### config.mk
export PLATFORM = sky130hd
export DESIGN_NAME = shift_reg_deser
export DESIGN_NICKNAME = d
export VERILOG_FILES = /design/src/rtl/shift_reg_deser.sv
export SDC_FILE = /design/constraint.sdc
export NUM_CORES = 1
export LEC_CHECK = 0
export ABC_AREA = 1
export CORE_MARGIN = 1
export CORE_UTILIZATION = 53
export CTS_BUF_LIST = sky130_fd_sc_hd__clkbuf_16
export CTS_CLUSTER_SIZE = 8
export DETAILED_ROUTE_END_ITERATION = 8
export GPL_ROUTABILITY_DRIVEN = 0
export PLACE_DENSITY = 0.82
export SYNTH_ARGS = -nofsm -noshare
export SYNTH_HDL_FRONTEND = slang
export SYNTH_SLANG_ARGS = --single-unit
### constraint.sdc
create_clock -name clk -period 1.8 [get_ports clk]
set_input_delay 0.18 -clock clk [delete_from_list [all_inputs] [get_ports clk]]
set_output_delay 0.18 -clock clk [all_outputs]
set_load 0.05 [all_outputs]
### src/rtl/shift_reg_deser.sv
// Serial-to-parallel receiver with a one-deep valid/ready output holding register.
// Optional even-parity bit per frame when PARITY_CHECK_EN is defined.
module shift_reg_deser #(
  parameter int unsigned WIDTH = 4,
  parameter int unsigned CNT_W = 3
) (
  input  logic             clk,
  input  logic             rst,
  input  logic             clr,
  input  logic             s_in,
  input  logic             s_en,
  input  logic             msb_first,
  input  logic             q_ready,
  output logic [WIDTH-1:0] q_out,
  output logic             q_valid,
  output logic             overrun,
  output logic             busy,
  output logic [CNT_W-1:0] bit_cnt,
  output logic             par_err
);

  typedef enum logic [1:0] {IDLE, SHIFT, PARITY} state_t;

  state_t           state, state_nxt;
  logic [WIDTH-1:0] shreg, shreg_nxt;
  logic [WIDTH-1:0] shifted, word;
  logic [WIDTH-1:0] q_nxt;
  logic [CNT_W-1:0] cnt_nxt;
  logic             dir, dir_nxt, dir_use;
  logic             valid_nxt, ovr_nxt, busy_nxt;
  logic             done, pop;
`ifdef PARITY_CHECK_EN
  logic             pbit, perr_q, perr_nxt;
`endif

  // State register
  always_ff @(posedge clk or negedge rst) begin
    if (!rst) begin
      state   <= IDLE;
      shreg   <= '0;
      bit_cnt <= '0;
      dir     <= 1'b0;
      q_out   <= '0;
      q_valid <= 1'b0;
      overrun <= 1'b0;
      busy    <= 1'b0;
`ifdef PARITY_CHECK_EN
      perr_q  <= 1'b0;
`endif
    end else begin
      state   <= state_nxt;
      shreg   <= shreg_nxt;
      bit_cnt <= cnt_nxt;
      dir     <= dir_nxt;
      q_out   <= q_nxt;
      q_valid <= valid_nxt;
      overrun <= ovr_nxt;
      busy    <= busy_nxt;
`ifdef PARITY_CHECK_EN
      perr_q  <= perr_nxt;
`endif
    end
  end

  // Next-state, shifting and output-register handshake
  always_comb begin
    state_nxt = state;
    shreg_nxt = shreg;
    cnt_nxt   = bit_cnt;
    dir_nxt   = dir;
    q_nxt     = q_out;
    valid_nxt = q_valid;
    ovr_nxt   = overrun;
    done      = 1'b0;
    word      = shreg;
`ifdef PARITY_CHECK_EN
    pbit      = 1'b0;
    perr_nxt  = perr_q;
`endif
    // Direction comes from the live input only on the first bit of a frame
    dir_use   = (state == IDLE) ? msb_first : dir;
    shifted   = dir_use ? {shreg[WIDTH-2:0], s_in} : {s_in, shreg[WIDTH-1:1]};
    pop       = q_valid & q_ready;

    case (state)
      IDLE: begin
        if (s_en) begin
          shreg_nxt = shifted;
          dir_nxt   = msb_first;
          cnt_nxt   = CNT_W'(1);
          state_nxt = SHIFT;
        end
      end
      SHIFT: begin
        if (s_en) begin
          shreg_nxt = shifted;
          if (bit_cnt == CNT_W'(WIDTH - 1)) begin
`ifdef PARITY_CHECK_EN
            cnt_nxt   = CNT_W'(WIDTH);
            state_nxt = PARITY;
`else
            done      = 1'b1;
            word      = shifted;
            cnt_nxt   = '0;
            state_nxt = IDLE;
`endif
          end else begin
            cnt_nxt = bit_cnt + CNT_W'(1);
          end
        end
      end
`ifdef PARITY_CHECK_EN
      PARITY: begin
        if (s_en) begin
          done      = 1'b1;
          word      = shreg;
          pbit      = ^{shreg, s_in};
          cnt_nxt   = '0;
          state_nxt = IDLE;
        end
      end
`endif
      default: state_nxt = IDLE;
    endcase

    if (pop) valid_nxt = 1'b0;

    // A finished word loads only if the holding register is free or draining now
    if (done) begin
      if (!q_valid || q_ready) begin
        q_nxt     = word;
        valid_nxt = 1'b1;
`ifdef PARITY_CHECK_EN
        perr_nxt  = pbit;
`endif
      end else begin
        ovr_nxt = 1'b1;
      end
    end

    if (clr) begin
      state_nxt = IDLE;
      shreg_nxt = '0;
      cnt_nxt   = '0;
      dir_nxt   = 1'b0;
      q_nxt     = '0;
      valid_nxt = 1'b0;
      ovr_nxt   = 1'b0;
`ifdef PARITY_CHECK_EN
      perr_nxt  = 1'b0;
`endif
    end

    busy_nxt = (state_nxt != IDLE);
  end

`ifdef PARITY_CHECK_EN
  assign par_err = perr_q;
`else
  assign par_err = 1'b0;
`endif

endmodule
# Word-level counts from Yosys, hierarchy flattened
# Cells that the tools add are included.
word_totals:
  ff_bits: 17
  output_inout_bits: 11
  wordCells: 65
classes:
  add_sub_neg: 1
  n_eq_ne: 5
  muxes: 34
  n_bitwise: 1
  n_reduce_logical: 16
op_table:
  columns: ["op", "n"]
  rows:
  - ["two-way mux 4 bit", 10]
  - ["two-way mux 1 bit", 14]
  - ["two-way mux 3 bit", 4]
  - ["nonzero test 2 bit", 6]
  - ["two-way mux 2 bit", 4]
  - ["AND reduction 2 bit", 4]
  - ["!= test 3 bit, second input constant", 2]
  - ["one-hot mux 3 bit (2 select lines)", 1]
  - ["one-hot mux 2 bit (2 select lines)", 1]
  - ["adder 3 x 1 -> 3 bit, second input constant", 1]
  - ["equality test 3 x 2 -> 1 bit, second input constant", 1]
  - ["AND reduction 3 bit", 1]
  - ["nonzero test 3 bit", 1]
  - ["equality test 2 x 1 -> 1 bit, second input constant", 1]
  - ["logical NOT 2 bit", 1]
  - ["!= test 2 bit, second input constant", 1]
  - ["OR reduction 2 bit", 1]
  - ["AND 1 bit", 1]
  - ["logical NOT 1 bit", 1]
  - ["logical OR 1 bit", 1]

# Depth between registers and ports, before layout
# Gate-level depths: netlist (run 1).
logic_depth:
  word_depth: 9
  depth_mapped: 9

# Worst setup path before layout (run 1)
# OpenSTA, ideal clock, no wires.
synth_timing:
  path_kind: "register -> register"
  startpoint: "register bit_cnt[1]"
  endpoint: "register q_out[0]"
  setup_time_ns: 0.066
  arrival_ns: 1.506
  t_required_ns: 1.734
  setup_slack_ns: 0.228
  path_stages_with_launch: 10
  n_path_buf: 0
  synth_period_minus_slack_ns: 1.572
  path_cell_list: "dfrtp_1 > ha_1 > inv_1 > nor2_1 > nand3_2 > nand2_2 > nand2_4 > nor2_1 > nand2_1 > nand2_1"
synth_between:
  elab_chain_cells: 7
  elab_cells_between_ends: 12
synth_lines:
  columns: ["item", "line_no", "text"]
  rows:
  - ["start: declaration", "18", "output logic [CNT_W-1:0] bit_cnt,"]
  - ["start signal: assignment", "53", "bit_cnt <= cnt_nxt;"]
  - ["equality test 3 x 2 -> 1 bit *", "97", "if (bit_cnt == CNT_W'(WIDTH - 1)) begin"]
  - ["two-way mux 4 bit", "97", null]
  - ["two-way mux 4 bit", "95", "if (s_en) begin"]
  - ["two-way mux 4 bit", "85", "case (state)"]
  - ["two-way mux 4 bit", "130", "if (!q_valid || q_ready) begin"]
  - ["two-way mux 4 bit", "129", "if (done) begin"]
  - ["two-way mux 4 bit", "141", "if (clr) begin"]
  - ["end signal: assignment", "55", "q_out <= q_nxt;"]
  - ["end: declaration", "14", "output logic [WIDTH-1:0] q_out,"]
# Mark *: on every way between the ends. The rest lies on a longest branch, timed or not. The select of a mux whose other input is x is not followed.
# A chain may end at the register's enable or synchronous reset.

# Worst setup path after layout (run 1)
layout_timing:
  startpoint: "register bit_cnt[1]"
  endpoint: "output port bit_cnt[1]"
# No word-level cell between the ends.

==> run summary, run 1 <==
STA
-------------------------------------------------------------------------------------
Worst Clk Skew                                                                1.71 ps
Max-slew violation count                                                            0
Worst Tran Pin Value                                                           499 ps
Unrepaired setup endpoints after global routing                                    no
Worst hold margin                                                              254 ps
Fin worst setup slack                                                          162 ps
Fin crit period                                                               1640 ps
Post-route setup TNS                                                             0 ps
Share of the clock period used by the worst path                                0.910
Final number of hold-violating endpoints                                            0
Normalized max-slew margin                                                      0.667
Achievable frequency                                                          611 MHz
Final setup violation count                                                         0

CRITICAL PATH
-------------------------------------------------------------------------------------
Kind of end point of the critical path                                     output pin
Launching element type of the critical path                                      flop
Worst endpoint data arrival time                                              1460 ps
Chain of cells forming the critical path                                 clkdlybuf4s50_1
Worst path top cell family by delay                                      buffers and inverters
Classification of the worst setup path                                        reg2out
Buffers and inverters on the worst path                                             1
Slowest cell on crit path                                                clkdlybuf4s50_1
Slowest Stage Delay on Critical Path                                           820 ps
Crit path required time                                                       1620 ps
Peak fanout along the critical path                                                 3

POWER
-------------------------------------------------------------------------------------
Overall power of the completed layout                                         1.04 mW
Total power divided by cell area                                          905 nW/um^2
IR drop worst, VDD                                                           0.791 mV
Reported leakage power                                                       0.563 nW

YOSYS
-------------------------------------------------------------------------------------
Post-synthesis sequential area ratio                                            0.478
Yosys top cell area share                                                       0.478
Mean post-synth cell area                                                  7.67 sq um
FF+latch count, synth                                                              17
Cell taking the most area after synthesis                                     dfrtp_1
Distinct cell type count after synthesis                                           19
Largest cells by area after synthesis                                    dfrtp_1 48%, nand2_1 15%, inv_1 5.9%
Synthesized netlist cell count                                                    116
Yosys Warn Count                                                                    0
Synthesized area                                                            890 sq um

GLOBAL ROUTING
-------------------------------------------------------------------------------------
Number of antenna violations at the first check in global routing                   0
All-Layer GR Usage                                                              0.225
Wire length of the first global-routing pass                                  3040 um
GRT Residual Overflow                                                               0
Vias in the first global route                                                    738
Pin count of the biggest net entering global routing                               18

PLACED DESIGN
-------------------------------------------------------------------------------------
Port Buffers                                                                       16
Worst setup slack after placement                                              369 ps
Dpl hpwl                                                                      1340 um

DETAILED ROUTING
-------------------------------------------------------------------------------------
Total Routed Length                                                           1800 um
DRT antenna net count                                                               0
Via count normalized by instance count                                           5.07
DR WL/cell                                                                    11.7 um
Number of vias in the routed layout                                               776
Number of remaining DRC errors                                                      0
Count of routing violations after the opening detailed-route iteration             16
Detailed-routing iteration count for the pre-antenna-repair pass                    4

CTS
-------------------------------------------------------------------------------------
Clock root buffer                                                           clkbuf_16
Maximum buffer depth of the clock tree                                              2
Clock transition at the registers of the reported paths                         50 ps
Hold buffer count at CTS                                                            0
Latest clock arrival within the worst-skew pair                                240 ps
CTS resizes                                                                         0
Clock tree from TritonCTS                                                         yes
Clk sink count                                                                     17
H-tree depth                                                                        1
Total CTS buffers                                                                   3
Number of setup buffers added after CTS                                             0

FLOORPLAN
-------------------------------------------------------------------------------------
Die Outline Area                                                           1850 sq um
Initial Util                                                                    0.577
Die height                                                                    43.0 um
Width of the die                                                              43.0 um
IO Count                                                                           18
Core Area                                                                  1540 sq um
Placement Rows                                                                     14

LAYOUT
-------------------------------------------------------------------------------------
Ant. Diodes                                                                         0
Share of cells above drive strength 1                                           0.146
Reg area                                                                    425 sq um
Area added between synthesis and finish                                         29.5%
Nets                                                                              146
Most used cells in the layout excluding fill and tap cells               36 x nand2_1, 17 x dfrtp_1, 16 x clkdlybuf4s50_1, 15 x inv_1, 10 x nor2_1
Commonest non-fill, non-tap cell in the layout                                nand2_1
Area of combinational cells with multiple inputs                            390 sq um
Fill cells                                                                        113

FLOW RUN
-------------------------------------------------------------------------------------
Total of max-cap violations                                                         0

OUTCOME
-------------------------------------------------------------------------------------
Result of the run                                                        finished clean

WORST HOLD PATH
-------------------------------------------------------------------------------------
Min-Delay Path Class                                                         in2async

## Yosys cell counts
cell type  instances
nand3_1            9
o22ai_1            1
o21ai_0            5
nor2_2             3
nor2_4             2
nand3_2            1
inv_1             14
nand2_1           36
buf_4              1
dfrtp_1           17
inv_4              1
nand2_2            5
conb_1             1
nor2_1            10
nand2_4            1
ha_1               1
inv_2              3
a21boi_1           1
a21oi_1            4
## report_power, final
part | switching, mW | leakage [nW] | internal, mW
Combinational | 0.121 | 0.293 | 0.0632
Clock | 0.138 | 0.0423 | 0.295
Sequential | 0.0178 | 0.228 | 0.407
## state kept, by name (all words and copies together) (netlist names)
signal   cells
state        2
q_out        4
shreg        4
overrun      1
busy         1
bit_cnt      3
dir          1
q_valid      1
## layer usage
layer | up-vias | track usage | share of wire
li1 | 394 | - | -
met1 | 358 | 0.289 | 0.49
met2 | 18 | 0.358 | 0.46
met4 | 0 | 0.115 | 0.021
met5 | - | 0 | 0
met3 | 6 | 0.0468 | 0.035
## per-stage QoR
stage | area (sq um) | utilization | instances
2_1_floorplan | 893 | - | 117
3_3_place_gp | 1070 | 0.696 | 149
3_5_place_dp | 1070 | 0.696 | 149
4_1_cts | 1150 | 0.748 | 153
5_1_grt | 1150 | 0.748 | 153
6_report | 1150 | 0.748 | 153
## final timing paths
path / startpoint / endpoint / slack (ps) / cells after the start
min in group clk: q_out[2] / q_out[2] / 480 / 2
max in group asynchronous: rst / busy / 1360 / 2
max: bit_cnt[1] / bit_cnt[1] / 160 / 1
max reg2reg: bit_cnt[1] / q_out[0] / 360 / 9
min reg2reg: q_out[2] / q_out[2] / 480 / 2
min: rst / shreg[3] / 250 / 2
## final cells by class
type,instances,share of cell area
Clock buffer,3,0.0651
Clock inverter,1,0.00326
Inverter,18,0.0608
Multi-Input combinational cell,81,0.339
Sequential cell,17,0.369
Tap cell,16,0.0174
Timing Repair Buffer,17,0.145
## cell families (layout without fill, tap and decap cells)
kind of cell / after synthesis / in the layout / synth area share
simple gates: 67 / 67 / 0.350
other cells: 1 / 2 / 0.00422
compound gates: 11 / 11 / 0.0661
fa+ha+maj: 1 / 1 / 0.0141
flops: 17 / 17 / 0.478
buf+inv: 19 / 39 / 0.0872
Note: power is estimated with default switching activity, not from simulation.
==> inputs of run 2 (changes only) <==
- clock period: 1.8 -> 1.9 ns (I/O delays scaled with it)
==> run 2 against run 1 <==
Against the previous run:
- via count grew 0.39%
- routed wire length increased by 0.50%
- largest cell class unchanged
- clock power is 5.1% lower
- combinational power down 5%
- register-to-register slack better by 80 ps
- final cell count unchanged
- cell area unchanged
- first-iteration DRC count is 38% higher
- non-clock buffer count unchanged
- clock skew about the same
==> run summary, run 2 (synthesis results as in run 1) <==
OUTCOME
-------------------------------------------------------------------------------------
Result of the run                                                        finished clean

LAYOUT
-------------------------------------------------------------------------------------
Fill cells                                                                        110
Area added between synthesis and finish                                         29.5%
Ant. Diodes                                                                         0
Share of cells above drive strength 1                                           0.146
Nets                                                                              146
Most used cells in the layout excluding fill and tap cells               36 x nand2_1, 17 x dfrtp_1, 16 x clkdlybuf4s50_1, 15 x inv_1, 10 x nor2_1
Commonest non-fill, non-tap cell in the layout                                nand2_1
Largest regs                                                             q_out (4), shreg (4), bit_cnt (3)

CTS
-------------------------------------------------------------------------------------
CTS resizes                                                                         0
Latest clock arrival within the worst-skew pair                                250 ps
Total CTS buffers                                                                   3
Maximum buffer depth of the clock tree                                              2
H-tree depth                                                                        1
Clock root buffer                                                           clkbuf_16
Hold buffer count at CTS                                                            0
Clock transition at the registers of the reported paths                         50 ps
Number of setup buffers added after CTS                                             0
Clk sink count                                                                     17
Clock tree from TritonCTS                                                         yes

PLACED DESIGN
-------------------------------------------------------------------------------------
Port Buffers                                                                       16
Dpl hpwl                                                                      1320 um

DETAILED ROUTING
-------------------------------------------------------------------------------------
Detailed-routing iteration count for the pre-antenna-repair pass                    4
Number of vias in the routed layout                                               779
Via count normalized by instance count                                           5.09
Number of remaining DRC errors                                                      0
DR WL/cell                                                                    11.8 um
Total Routed Length                                                           1810 um
DRT antenna net count                                                               0
Count of routing violations after the opening detailed-route iteration             22

POWER
-------------------------------------------------------------------------------------
Clock share of power                                                            0.415
NetSw                                                                        0.264 mW
Combinational share of power                                                    0.178
Seq pwr share                                                                   0.407
Internal Pwr Total                                                           0.725 mW
Total power divided by cell area                                          858 nW/um^2
IR drop worst, VDD                                                           0.619 mV
Reported leakage power                                                       0.563 nW
Switching share of power                                                        0.267

STA
-------------------------------------------------------------------------------------
Unrepaired setup endpoints after global routing                                    no
Share of the clock period used by the worst path                                0.866
Final setup violation count                                                         0
Post-route setup TNS                                                             0 ps
Achievable frequency                                                          608 MHz
Worst Clk Skew                                                                1.69 ps
Fin crit period                                                               1650 ps
Worst hold margin                                                              263 ps
Max-slew violation count                                                            0
Final number of hold-violating endpoints                                            0

GLOBAL ROUTING
-------------------------------------------------------------------------------------
All-Layer GR Usage                                                              0.237
Pin count of the biggest net entering global routing                               18
Vias in the first global route                                                    755
Number of antenna violations at the first check in global routing                   0
GRT Residual Overflow                                                               0
Wire length of the first global-routing pass                                  3210 um

CRITICAL PATH
-------------------------------------------------------------------------------------
Crit path required time                                                       1710 ps
Slowest Stage Delay on Critical Path                                           820 ps
Launching element type of the critical path                                      flop
Chain of cells forming the critical path                                 clkdlybuf4s50_1
Classification of the worst setup path                                        reg2out
Kind of end point of the critical path                                     output pin
Setup slack, reg-to-reg                                                        440 ps
Slowest cell on crit path                                                clkdlybuf4s50_1
Peak fanout along the critical path                                                 3
Worst endpoint data arrival time                                              1460 ps
Worst path top cell family by delay                                      buffers and inverters
Buffers and inverters on the worst path                                             1

FLOORPLAN
-------------------------------------------------------------------------------------
Die Outline Area                                                           1850 sq um
Core Area                                                                  1540 sq um
Initial Util                                                                    0.577
Placement Rows                                                                     14
Die height                                                                    43.0 um
Width of the die                                                              43.0 um
IO Count                                                                           18

WORST HOLD PATH
-------------------------------------------------------------------------------------
Min-Delay Path Class                                                         in2async

FLOW RUN
-------------------------------------------------------------------------------------
Total of max-cap violations                                                         0

run 2: cell counts in the layout (fill, tap and decap cells not counted):
No cell type changed its count.
run 2: final timing paths:
path	start	end	cells after the start
hold reg to reg	q_out[0]	q_out[0]	2
setup / recovery	bit_cnt[1]	bit_cnt[1]	1
min in group clk	q_out[0]	q_out[0]	2
setup reg to reg	bit_cnt[1]	q_out[2]	9
max in group asynchronous	rst	dir	2
hold / removal	rst	shreg[3]	2
run 2: area by class of cell:
class	count	area, sq um	share of cell area
Inverter	18	70.1	0.0608
Timing Repair Buffer	17	168	0.145
Clock inverter	1	3.75	0.00326
Clock buffer	3	75.1	0.0651
Sequential cell	17	425	0.369
Tap cell	16	20.0	0.0174
Multi-Input combinational cell	81	390	0.339
run 2: through the flow:
stage	cells	setup WS (ps)	instance area, sq um	power (mW)	util
global placement	149	449	1070	0.579	0.696
CTS	153	258	1150	0.995	0.748
global route	153	243	1150	1.03	0.748
floorplan	117	328	893	0.520	-
detailed placement	149	470	1070	0.582	0.696
finish	153	255	1150	0.989	0.748
run 2: layer usage:
metal	GRT usage	part of all wire	vias up
met2	0.373	0.45	17
li1	-	-	396
met3	0.0638	0.040	4
met4	0.0970	0.013	0
met1	0.308	0.50	362
met5	0	0	-
run 2: power by group through the flow:
stage	clock network, mW	registers (mW)	logic (mW)
floorplan	0	0.444	0.0765
global route	0.434	0.405	0.194
detailed placement	0	0.409	0.173
finish	0.411	0.403	0.176
CTS	0.417	0.402	0.176
global placement	0	0.408	0.171
